File: config.mk
export PLATFORM = sky130hd
export DESIGN_NAME = perip_bus_arbiter_flat
export DESIGN_NICKNAME = d
export VERILOG_FILES = /design/src/rtl/perip_bus_arbiter_if.sv /design/src/rtl/perip_bus_arbiter.sv /design/src/flat_wrapper.sv
export SDC_FILE = /design/constraint.sdc
export NUM_CORES = 1
export LEC_CHECK = 0
export BUFFER_PORTS_ARGS = -buffer_cell sky130_fd_sc_hd__clkbuf_2
export CAP_MARGIN = 20
export CELL_PAD_IN_SITES_DETAIL_PLACEMENT = 0
export CELL_PAD_IN_SITES_GLOBAL_PLACEMENT = 1
export CORE_MARGIN = 5
export CORE_UTILIZATION = 34
export DETAILED_ROUTE_END_ITERATION = 6
export PLACE_DENSITY = 0.8
export SYNTH_ARGS = -nofsm -noshare
export SYNTH_HDL_FRONTEND = slang
export SYNTH_SLANG_ARGS = --single-unit
File: constraint.sdc
create_clock -name i_clk -period 1.5 [get_ports i_clk]
set_input_delay 0.15 -clock i_clk [delete_from_list [all_inputs] [get_ports i_clk]]
set_output_delay 0.15 -clock i_clk [all_outputs]
set_load 0.01 [all_outputs]
File: src/rtl/perip_bus_arbiter_if.sv
// perip_bus_arbiter_if: request/ack ports of both masters plus the shared peripheral bus
interface perip_bus_arbiter_if;
  logic       i_m0_req;
  logic       i_m0_wr;
  logic [7:0] i_m0_addr;
  logic [7:0] i_m0_wdata;
  logic       o_m0_ack;
  logic [7:0] o_m0_rdata;
  logic       i_m1_req;
  logic       i_m1_wr;
  logic [7:0] i_m1_addr;
  logic [7:0] i_m1_wdata;
  logic       o_m1_ack;
  logic [7:0] o_m1_rdata;
  logic [7:0] o_perip_addr;
  logic [7:0] o_perip_wdata;
  logic       o_perip_wr;
  logic       o_perip_rd;
  logic [7:0] i_perip_rdata;
  logic       o_busy;
  modport slave (
    input  i_m0_req, i_m0_wr, i_m0_addr, i_m0_wdata,
    input  i_m1_req, i_m1_wr, i_m1_addr, i_m1_wdata,
    input  i_perip_rdata,
    output o_m0_ack, o_m0_rdata, o_m1_ack, o_m1_rdata,
    output o_perip_addr, o_perip_wdata, o_perip_wr, o_perip_rd, o_busy
  );
  modport master (
    output i_m0_req, i_m0_wr, i_m0_addr, i_m0_wdata,
    output i_m1_req, i_m1_wr, i_m1_addr, i_m1_wdata,
    output i_perip_rdata,
    input  o_m0_ack, o_m0_rdata, o_m1_ack, o_m1_rdata,
    input  o_perip_addr, o_perip_wdata, o_perip_wr, o_perip_rd, o_busy
  );
endinterface

File: src/rtl/perip_bus_arbiter.sv
// perip_bus_arbiter: round-robin sharing of one peripheral bus between two masters
module perip_bus_arbiter #(
  parameter int unsigned WAIT_STATES = 0
) (
  input logic                i_clk,
  input logic                i_rst_n,
  perip_bus_arbiter_if.slave bus
);
  typedef enum logic [1:0] {IDLE, STROBE, RESP} state_t;
  state_t     r_state;
  logic [3:0] r_cnt;
  logic       r_last;
  logic       r_owner;
  logic       r_wr;
  logic       w_e0;
  logic       w_e1;
  logic       w_g1;
  logic       w_wr;
  // a master still holding req during its own ack cycle is not re-granted
  assign w_e0 = bus.i_m0_req & ~bus.o_m0_ack;
  assign w_e1 = bus.i_m1_req & ~bus.o_m1_ack;
  assign w_g1 = w_e1 & (~w_e0 | ~r_last);
  assign w_wr = w_g1 ? bus.i_m1_wr : bus.i_m0_wr;
  always_ff @(posedge i_clk) begin
    if (!i_rst_n) begin
      r_state           <= IDLE;
      r_cnt             <= 4'd0;
      r_last            <= 1'b1;
      r_owner           <= 1'b0;
      r_wr              <= 1'b0;
      bus.o_m0_ack      <= 1'b0;
      bus.o_m1_ack      <= 1'b0;
      bus.o_m0_rdata    <= 8'd0;
      bus.o_m1_rdata    <= 8'd0;
      bus.o_perip_addr  <= 8'd0;
      bus.o_perip_wdata <= 8'd0;
      bus.o_perip_wr    <= 1'b0;
      bus.o_perip_rd    <= 1'b0;
      bus.o_busy        <= 1'b0;
    end else begin
      bus.o_m0_ack <= 1'b0;
      bus.o_m1_ack <= 1'b0;
      case (r_state)
        IDLE: begin
          bus.o_busy <= w_e0 | w_e1;
          if (w_e0 | w_e1) begin
            r_owner           <= w_g1;
            r_last            <= w_g1;
            r_wr              <= w_wr;
            bus.o_perip_addr  <= w_g1 ? bus.i_m1_addr : bus.i_m0_addr;
            bus.o_perip_wdata <= w_g1 ? bus.i_m1_wdata : bus.i_m0_wdata;
            bus.o_perip_wr    <= w_wr;
            bus.o_perip_rd    <= ~w_wr;
            r_state           <= STROBE;
          end
        end
        STROBE: begin
          bus.o_perip_wr <= 1'b0;
          bus.o_perip_rd <= 1'b0;
          r_cnt          <= 4'd0;
          r_state        <= RESP;
        end
        RESP: begin
          if (r_cnt == 4'(WAIT_STATES)) begin
            if (!r_wr && r_owner) bus.o_m1_rdata <= bus.i_perip_rdata;
            if (!r_wr && !r_owner) bus.o_m0_rdata <= bus.i_perip_rdata;
            bus.o_m0_ack <= ~r_owner;
            bus.o_m1_ack <= r_owner;
            r_cnt        <= 4'd0;
            r_state      <= IDLE;
          end else r_cnt <= r_cnt + 4'd1;
        end
        default: r_state <= IDLE;
      endcase
    end
  end
endmodule

File: src/flat_wrapper.sv
// flat-port wrapper written by rule: the top's interface ports become plain ports
module perip_bus_arbiter_flat 
#(
  parameter int unsigned WAIT_STATES = 0
)
  (i_clk, i_rst_n, bus_i_m0_req, bus_i_m0_wr, bus_i_m0_addr, bus_i_m0_wdata, bus_i_m1_req, bus_i_m1_wr, bus_i_m1_addr, bus_i_m1_wdata, bus_i_perip_rdata, bus_o_m0_ack, bus_o_m0_rdata, bus_o_m1_ack, bus_o_m1_rdata, bus_o_perip_addr, bus_o_perip_wdata, bus_o_perip_wr, bus_o_perip_rd, bus_o_busy);
  perip_bus_arbiter_if bus_i ();
  input logic i_clk;
  input logic i_rst_n;
  input wire logic [$bits(bus_i.i_m0_req)-1:0] bus_i_m0_req;
  input wire logic [$bits(bus_i.i_m0_wr)-1:0] bus_i_m0_wr;
  input wire logic [$bits(bus_i.i_m0_addr)-1:0] bus_i_m0_addr;
  input wire logic [$bits(bus_i.i_m0_wdata)-1:0] bus_i_m0_wdata;
  input wire logic [$bits(bus_i.i_m1_req)-1:0] bus_i_m1_req;
  input wire logic [$bits(bus_i.i_m1_wr)-1:0] bus_i_m1_wr;
  input wire logic [$bits(bus_i.i_m1_addr)-1:0] bus_i_m1_addr;
  input wire logic [$bits(bus_i.i_m1_wdata)-1:0] bus_i_m1_wdata;
  input wire logic [$bits(bus_i.i_perip_rdata)-1:0] bus_i_perip_rdata;
  output wire logic [$bits(bus_i.o_m0_ack)-1:0] bus_o_m0_ack;
  output wire logic [$bits(bus_i.o_m0_rdata)-1:0] bus_o_m0_rdata;
  output wire logic [$bits(bus_i.o_m1_ack)-1:0] bus_o_m1_ack;
  output wire logic [$bits(bus_i.o_m1_rdata)-1:0] bus_o_m1_rdata;
  output wire logic [$bits(bus_i.o_perip_addr)-1:0] bus_o_perip_addr;
  output wire logic [$bits(bus_i.o_perip_wdata)-1:0] bus_o_perip_wdata;
  output wire logic [$bits(bus_i.o_perip_wr)-1:0] bus_o_perip_wr;
  output wire logic [$bits(bus_i.o_perip_rd)-1:0] bus_o_perip_rd;
  output wire logic [$bits(bus_i.o_busy)-1:0] bus_o_busy;
  assign bus_i.i_m0_req = bus_i_m0_req;
  assign bus_i.i_m0_wr = bus_i_m0_wr;
  assign bus_i.i_m0_addr = bus_i_m0_addr;
  assign bus_i.i_m0_wdata = bus_i_m0_wdata;
  assign bus_i.i_m1_req = bus_i_m1_req;
  assign bus_i.i_m1_wr = bus_i_m1_wr;
  assign bus_i.i_m1_addr = bus_i_m1_addr;
  assign bus_i.i_m1_wdata = bus_i_m1_wdata;
  assign bus_i.i_perip_rdata = bus_i_perip_rdata;
  assign bus_o_m0_ack = bus_i.o_m0_ack;
  assign bus_o_m0_rdata = bus_i.o_m0_rdata;
  assign bus_o_m1_ack = bus_i.o_m1_ack;
  assign bus_o_m1_rdata = bus_i.o_m1_rdata;
  assign bus_o_perip_addr = bus_i.o_perip_addr;
  assign bus_o_perip_wdata = bus_i.o_perip_wdata;
  assign bus_o_perip_wr = bus_i.o_perip_wr;
  assign bus_o_perip_rd = bus_i.o_perip_rd;
  assign bus_o_busy = bus_i.o_busy;
  perip_bus_arbiter #(.WAIT_STATES(WAIT_STATES)) u_core (.i_clk(i_clk), .i_rst_n(i_rst_n), .bus(bus_i));
endmodule
Yosys cells after proc, flatten, opt, wreduce, memory -nomap -nowiden. Cells that the tools add are included.

Bits in registers: 46. Input bits: 46. Output and inout port bits: 37. Word-level logic and storage cells: 56.

$add $sub $neg: 1. Equality and inequality tests: 4. Mux-type cells: 12. Bitwise operators: 11. Reduce and logical (&&, ||, !) cells: 14.

Operator list (count): 8-bit two-way mux (2); 3-bit AND reduction (3); 4-bit case mux with 2 select lines (1); 1-bit inverter (6); 2-bit case mux with 3 select lines (1); 2-bit AND reduction (3); 4-bit by 1-bit adder with 4-bit output, second input constant (1); 4-bit logical NOT (1); 2-bit two-way mux (2); 4-bit two-way mux (1); 2-bit by 1-bit != test with 1-bit output, second input constant (2); 1-bit case mux with 2 select lines (2); 2-bit nonzero test (2); 1-bit bitwise AND (3); 1-bit two-way mux (3); 2-bit by 1-bit equality test with 1-bit output, second input constant (1); 2-bit equality test, second input constant (1); 1-bit logical AND (2); 1-bit logical NOT (2); 2-bit logical NOT (1); 1-bit bitwise OR (2).

Depth between registers and ports, before layout. Gate-level depths: netlist of run 1.

Depth after elaboration: 9. Depth in mapped cells: 7. Gate-level depth less buffers: 6.

Worst setup path before layout of run 1. No wires, ideal clock.

Path type: reg2reg. From: register u_core.r_state[0]. To: register u_core.bus.o_m1_rdata[5]. Setup time: 115 ps. Data arrival time: 1286 ps. Data required time: 1385 ps. Setup slack: 99 ps. Stages on the path, launching flop included: 8. Path buffers: 1. Clock period less this slack: 1401 ps. Path through: dfxtp_1 inv_1 ha_1 and4bb_4 nand3b_4 buf_6 nand3_2 o21ai_2.

Longest elaborated chain between the ends: 2.

Ends and longest elaborated chain: from (decl) (line perip_bus_arbiter.sv:10) `state_t r_state;`; from (signal assigned) (line perip_bus_arbiter.sv:26) `r_state <= IDLE;`; from (signal assigned) (line perip_bus_arbiter.sv:54) `r_state <= STROBE;`; from (signal assigned) (line perip_bus_arbiter.sv:61) `r_state <= RESP;`; 2-bit equality test (line perip_bus_arbiter.sv:43) `case (r_state)`; 3-bit AND reduction (no source line); to (signal assigned) (line perip_bus_arbiter.sv:65) `if (!r_wr && r_owner) bus.o_m1_rdata <= bus.i_perip_rdata;`; to (decl) (line perip_bus_arbiter_if.sv:25) `output o_m0_ack, o_m0_rdata, o_m1_ack, o_m1_rdata,`.

No other way between the ends. A chain may end at the register's enable or synchronous reset.

Worst setup path in the final report of run 1.
From: register u_core.r_cnt[1]. To: register u_core.r_state[1].

Longest elaborated chain between the ends: 3.

Ends and longest elaborated chain: from (decl) (line perip_bus_arbiter.sv:11) `logic [3:0] r_cnt;`; from (signal assigned) (line perip_bus_arbiter.sv:71) `end else r_cnt <= r_cnt + 4'd1;`; 4-bit logical NOT (line perip_bus_arbiter.sv:64) `if (r_cnt == 4'(WAIT_STATES)) begin`; 2-bit by 1-bit != test with 1-bit output (no source line); 2-bit AND reduction (no source line); to (signal assigned) (line perip_bus_arbiter.sv:61); to (signal assigned) (line perip_bus_arbiter.sv:70) `r_state <= IDLE;`; to (signal assigned) (line perip_bus_arbiter.sv:73) `default: r_state <= IDLE;`.

No other way between the ends.

==> results of run 1 <==
tightest hold or removal path, cell delays in order:
cell	delay (ns)
clkbuf_2	0.08
nand2_1	0.04
a31oi_1	0.07
through the flow:
| stage | total power, mW | hold slack [ns] | util |
|---|---|---|---|
| CTS | 3.26 | 0.0588 | 0.446 |
| global placement | 2.42 | 0.391 | 0.429 |
| detailed placement | 2.43 | 0.397 | 0.429 |
| floorplan | 2.10 | 0.302 | - |
| finish | 3.34 | 0.0629 | 0.458 |
| global route | 3.55 | 0.0868 | 0.458 |
routing by layer:
layer / global-route usage / vias up
li1: - / 963
met2: 0.210 / 55
met5: 0 / -
met4: 0.0586 / 0
met1: 0.167 / 867
met3: 0.0350 / 11
where the power goes:
part | total [mW] | switching (mW) | internal (mW) | leakage, nW
clock network | 0.832 | 0.452 | 0.380 | 0.0478
logic | 1.03 | 0.541 | 0.485 | 0.840
registers | 1.48 | 0.0973 | 1.39 | 0.377
total | 3.34 | 1.09 | 2.25 | 1.26
flip-flops by register name, indices dropped and copies added (netlist names), 2 cells and up:
signal,cells
u_core.bus.o_perip_wdata,8
u_core.bus.o_m0_rdata,8
u_core.r_cnt,4
u_core.r_state,2
u_core.bus.o_m1_rdata,8
u_core.bus.o_perip_addr,8
synth_stat cells, drive strengths merged (3+ instances only):
cell type	instances	area, um^2
buf	13	104
nand3	20	110
nand3b	3	35.0
nor2	8	30.0
a31oi	16	100
o21ai	37	215
dfxtp	46	921
ha	6	75.1
nand2b	4	40.0
inv	4	15.0
nand2	50	198
repair_timing:
action	CTS	global route
buffers inserted	0	0
resized for setup	0	7
hold endpoints to repair	0	0
setup endpoints to repair	0	31
layout make-up:
class / instances / area [um^2] / area share
Clock buffer: 6 / 82.6 / 0.0308
Inverter: 4 / 15.0 / 0.00560
Tap cell: 75 / 93.8 / 0.0350
Clock inverter: 2 / 16.3 / 0.00607
Timing Repair Buffer: 91 / 520 / 0.194
Multi-Input combinational cell: 165 / 1030 / 0.385
Sequential cell: 46 / 921 / 0.343
logic make-up (layout without fill, tap and decap cells):
family          count (synthesis)  in the layout
flops                          46             46
buf+inv                        18            103
compound gates                 60             60
mux                             2              2
simple gates                   93             94
fa+ha+maj                       6              6
xor+xnor                        3              3
worst paths after layout:
| path | start | end | cells after the start |
|---|---|---|---|
| worst max-delay path | u_core.r_cnt[1]$_SDFFE_PN0P_ | u_core.r_state[1]$_SDFFE_PN0P_ | 6 |
| worst min-delay path | bus_i_m0_wdata[4] | u_core.bus.o_perip_wdata[4]$_SDFFE_PN0P_ | 3 |
| worst max register to register | u_core.r_cnt[1]$_SDFFE_PN0P_ | u_core.r_state[1]$_SDFFE_PN0P_ | 6 |
| worst min register to register | u_core.bus.o_m1_rdata[5]$_SDFFE_PN0P_ | u_core.bus.o_m1_rdata[5]$_SDFFE_PN0P_ | 2 |
==> results.sh, run 1 <==
export IMPL_status="completed"
export IMPL_skew_ns=0.0110
export IMPL_synth_warnings=0
export IMPL_io_pins=83
export IMPL_final_common_cell="clkbuf_2"
export IMPL_wl_mm=5.06
export IMPL_finalHoldViolCount=0
export IMPL_first_pass_iters=4
export IMPL_drt_iter0_markers=89
export IMPL_critPathRequiredTime_ns=1.74
export IMPL_ant_nets=0
export IMPL_holdCritPathClass="in2reg"
export IMPL_clock_path_buffers=2
export IMPL_dr_wl_met2_mm=2.33
export IMPL_grt_pass1_vias=1751
export IMPL_io_buffers=82
export IMPL_ir_worst_vdd_v=0.000506
export IMPL_hpwl_mm=3.58
export IMPL_cts_sinks=46
export IMPL_rrSetupSlack_ns=0.09
export IMPL_drive_above_1_share=0.398
export IMPL_synth_compound_area_frac=0.190
export IMPL_seq_area_frac_synth=0.454
export IMPL_synthXorXnorAreaFrac=0.0129
export IMPL_crit_fanout=4
export IMPL_tightestPinTransition_ns=0.321
export IMPL_cts_root_buf="clkbuf_8"
export IMPL_synth_top_family_by_area="simple AND/OR/NAND/NOR gates"
export IMPL_drc=0
export IMPL_fin_cells=389
export IMPL_synthDistinctLibCells=39
export IMPL_fin_crit_sh=0.939
export IMPL_cts_max_level=2
export IMPL_gp_congestion=0.787
export IMPL_cp_top_family="simple AND/OR/NAND/NOR gates"
export IMPL_place_ws_ns=0.0189
export IMPL_cts_tree="yes"
export IMPL_clk_pin_slew_ns=0.10
export IMPL_grt_pass1_wl_mm=8.02
export IMPL_dieArea_um2=7610
export IMPL_highest_layer="met4"
export IMPL_crit_slowest_cell="or3b_4"
export IMPL_dp_cells=379
export IMPL_avgSynthCellArea_um2=8.90
export IMPL_cts_made_buffers=5
export IMPL_syn_area_um2=2030
export IMPL_setup_tns_ns=0
export IMPL_areaGrowthSynthToFinish_pct=32.1
export IMPL_fillers=585
export IMPL_globalRouteOverflowTotal=0
export IMPL_die_h_um=87.3
export IMPL_synthArstFlopShare=0
export IMPL_layout_common_cells="clkbuf_2, nand2_1, dfxtp_1, o21ai_0, nand3_1"
export IMPL_fin_ws_ns=0.0917
export IMPL_synth_fa_ha_area_frac=0.0370
export IMPL_yosys_area_share_simple=0.236
export IMPL_layout_min_cycle_time_ns=1.41
export IMPL_nets=365
export IMPL_critPathKind="reg2reg"
export IMPL_row_count=28
export IMPL_dr_wl_met3_um=338
export IMPL_clock_latency_ns=0.31
export IMPL_crit_buf_inv=1
export IMPL_synthFlopType="dfxtp_1"
export IMPL_rsz0062_at_grt="false"
export IMPL_slew_headroom=0.785
export IMPL_vias=1896
export IMPL_crit_arrival_ns=1.64
export IMPL_fp_coreArea_um2=5850
export IMPL_finalSetupViolations=0
export IMPL_placed_cell_area_um2=2510
export IMPL_power_density_nw_per_um2=1250
export IMPL_ys_ff_latch=46
export IMPL_holdBufCountCts=0
export IMPL_fin_area_um2=2680
export IMPL_drv_cap=0
export IMPL_crit_path_start_kind="flip-flop"
export IMPL_vias_per_cell=4.87
export IMPL_synth_nets=280
export IMPL_antenna_found_initial=0
export IMPL_drt_wirelength_per_cell_um=13.0
export IMPL_start_util=0.347
export IMPL_leakagePower_nw=1.26
export IMPL_die_w_um=87.3
export IMPL_cp_end_kind="flip-flop"
export IMPL_slew_viol_final=0
export IMPL_synth_edf_count=0
export IMPL_crit_chain="inv_1, ha_1, or3b_4, a32oi_4, nand3_1, o21ai_0"
export IMPL_grt_max_degree=38
export IMPL_syn_inst=228
export IMPL_track_usage=0.132
export IMPL_synth_mux_area_frac=0.0105
export IMPL_wl_met1_mm=2.29
export IMPL_slowest_delay_ns=0.40
export IMPL_n_antenna_cell=0
export IMPL_fmax_mhz=710
No activity file was read; power rests on OpenSTA's default activity.
==> inputs of run 2 (changes only) <==
--- a/config.mk
+++ b/config.mk
@@ -12,7 +12,7 @@
 export CORE_MARGIN = 5
 export CORE_UTILIZATION = 34
 export DETAILED_ROUTE_END_ITERATION = 6
-export PLACE_DENSITY = 0.8
+export PLACE_DENSITY = 0.88
 export SYNTH_ARGS = -nofsm -noshare
 export SYNTH_HDL_FRONTEND = slang
 export SYNTH_SLANG_ARGS = --single-unit
==> results.sh, run 2 (synthesis results as in run 1) <==
export IMPL_status="completed"
export IMPL_slew_headroom=0.756
export IMPL_cts_max_level=2
export IMPL_leakagePower_nw=1.28
export IMPL_drive_above_1_share=0.421
export IMPL_min_delay_start="bus_i_m0_wdata[5]"
export IMPL_reg2reg_depth=6
export IMPL_holdCritPathClass="in2reg"
export IMPL_dieArea_um2=7610
export IMPL_cp_end_kind="flip-flop"
export IMPL_critPathKind="reg2reg"
export IMPL_vias_per_cell=4.73
export IMPL_first_pass_iters=4
export IMPL_dp_cells=380
export IMPL_grt_pass1_wl_mm=8.49
export IMPL_drt_wirelength_per_cell_um=13.2
export IMPL_dr_wl_met2_mm=2.52
export IMPL_crit_chain="inv_2, ha_2, and4bb_4, nand3b_4, buf_4, o21ai_2"
export IMPL_timing_rr_start="u_core.r_state[0]$_SDFFE_PN0P_"
export IMPL_gp_congestion=0.764
export IMPL_crit_fanout=16
export IMPL_antenna_found_initial=0
export IMPL_whs_path_depth=3
export IMPL_rrSetupSlack_ns=0.04
export IMPL_drt_iter0_markers=138
export IMPL_wl_mm=5.27
export IMPL_nets=374
export IMPL_io_pins=83
export IMPL_ant_nets=0
export IMPL_clock_latency_ns=0.30
export IMPL_crit_slowest_cell="dfxtp_2"
export IMPL_crit_path_start_kind="flip-flop"
export IMPL_fin_cells=398
export IMPL_tightestPinTransition_ns=0.366
export IMPL_die_h_um=87.3
export IMPL_holdPathEnd="u_core.bus.o_perip_wdata[5]$_SDFFE_PN0P_"
export IMPL_die_w_um=87.3
export IMPL_fmax_mhz=686
export IMPL_fp_coreArea_um2=5850
export IMPL_final_common_cell="clkbuf_2"
export IMPL_row_count=28
export IMPL_fin_ws_ns=0.0417
export IMPL_critPathRequiredTime_ns=1.73
export IMPL_highest_layer="met4"
export IMPL_cts_made_buffers=5
export IMPL_start_util=0.347
export IMPL_cts_tree="yes"
export IMPL_hpwl_mm=3.66
export IMPL_n_antenna_cell=0
export IMPL_ir_worst_vdd_v=0.000695
export IMPL_grt_max_degree=38
export IMPL_grt_pass1_vias=1756
export IMPL_finalSetupViolations=0
export IMPL_drv_cap=0
export IMPL_wl_met1_mm=2.34
export IMPL_clock_path_buffers=2
export IMPL_vias=1881
export IMPL_areaGrowthSynthToFinish_pct=36.3
export IMPL_rsz0062_at_grt="true"
export IMPL_globalRouteOverflowTotal=0
export IMPL_crit_arrival_ns=1.69
export IMPL_track_usage=0.139
export IMPL_fillers=567
export IMPL_cts_sinks=46
export IMPL_dr_wl_met3_um=327
export IMPL_finalHoldViolCount=0
export IMPL_power_density_nw_per_um2=1260
export IMPL_skew_ns=0.00923
export IMPL_slowest_delay_ns=0.34
export IMPL_layout_min_cycle_time_ns=1.46
export IMPL_cts_root_buf="clkbuf_8"
export IMPL_final_util=0.473
export IMPL_slew_viol_final=0
export IMPL_layout_common_cells="clkbuf_2, nand2_1, dfxtp_1, o21ai_0, nand3_1"
export IMPL_io_buffers=82
export IMPL_clk_pin_slew_ns=0.09
export IMPL_fin_crit_sh=0.972
export IMPL_drc=0
export IMPL_reg2reg_to="u_core.bus.o_m1_rdata[4]$_SDFFE_PN0P_"
export IMPL_place_ws_ns=0.0343
export IMPL_holdBufCountCts=0
run 2: cell types whose count changed in the layout (fill, tap and decap cells not counted), sizes merged:
| cell | before | now |
|---|---|---|
| bufinv | 0 | 1 |
| clkbuf | 89 | 90 |
| buf | 8 | 17 |
| inv | 5 | 4 |
| nand3b | 4 | 3 |
run 2: critical path: cells and delay by family (launching register included):
kind	cells	cell delay [ns]
compound gates	1	0.11
fa+ha+maj	1	0.19
buf+inv	2	0.30
flops	1	0.34
simple gates	2	0.46
run 2: area by class of cell:
cell class | count | area [um^2] | area share
Timing Repair Buffer | 101 | 601 | 0.217
Inverter | 4 | 15.0 | 0.00543
Clock inverter | 2 | 37.5 | 0.0136
Multi-Input combinational cell | 164 | 1020 | 0.370
Clock buffer | 6 | 72.6 | 0.0262
Tap cell | 75 | 93.8 | 0.0339
Sequential cell | 46 | 923 | 0.334
run 2: report_power, final:
part | internal [mW] | switching, mW
Sequential | 1.39 | 0.0963
Combinational | 0.516 | 0.563
Clock | 0.497 | 0.419
Total | 2.40 | 1.08
run 2: metrics by stage:
step / TNS (ns) / cell area, um^2 / hold slack, ns / total power, mW
2_1_floorplan: 0 / 2030 / 0.302 / 2.10
3_3_place_gp: 0 / 2510 / 0.390 / 2.40
3_5_place_dp: 0 / 2510 / 0.396 / 2.42
4_1_cts: 0 / 2620 / 0.0732 / 3.34
5_1_grt: -0.357 / 2770 / 0.0811 / 3.70
6_report: 0 / 2770 / 0.0804 / 3.48
run 2: how the worst max path moves through the flow:
stage | start | end | slack (ns)
2_1_floorplan | u_core.r_state[0]$_SDFFE_PN0P_ | u_core.bus.o_m1_rdata[5]$_SDFFE_PN0P_ | 0.1
3_3_place_gp | u_core.r_state[0]$_SDFFE_PN0P_ | u_core.bus.o_m1_rdata[0]$_SDFFE_PN0P_ | 0.09
3_5_place_dp | u_core.r_state[0]$_SDFFE_PN0P_ | u_core.bus.o_m1_rdata[7]$_SDFFE_PN0P_ | 0.03
4_1_cts | u_core.r_state[0]$_SDFFE_PN0P_ | u_core.bus.o_m1_rdata[4]$_SDFFE_PN0P_ | 0.02
5_1_grt | u_core.r_state[0]$_SDFFE_PN0P_ | u_core.bus.o_m1_rdata[6]$_SDFFE_PN0P_ | -0.06
6_report | u_core.r_state[0]$_SDFFE_PN0P_ | u_core.bus.o_m1_rdata[4]$_SDFFE_PN0P_ | 0.04
run 2: per-layer routing:
metal  vias to the layer above  track usage
li1                        982            -
met1                       842        0.189
met2                        51        0.212
met3                         6       0.0360
met4                         0       0.0460
met5                         -            0
run 2: repair_timing:
action | CTS | global route
buffers inserted | 0 | 8
gates resized for setup | 0 | 10
setup endpoints to repair | 0 | 35
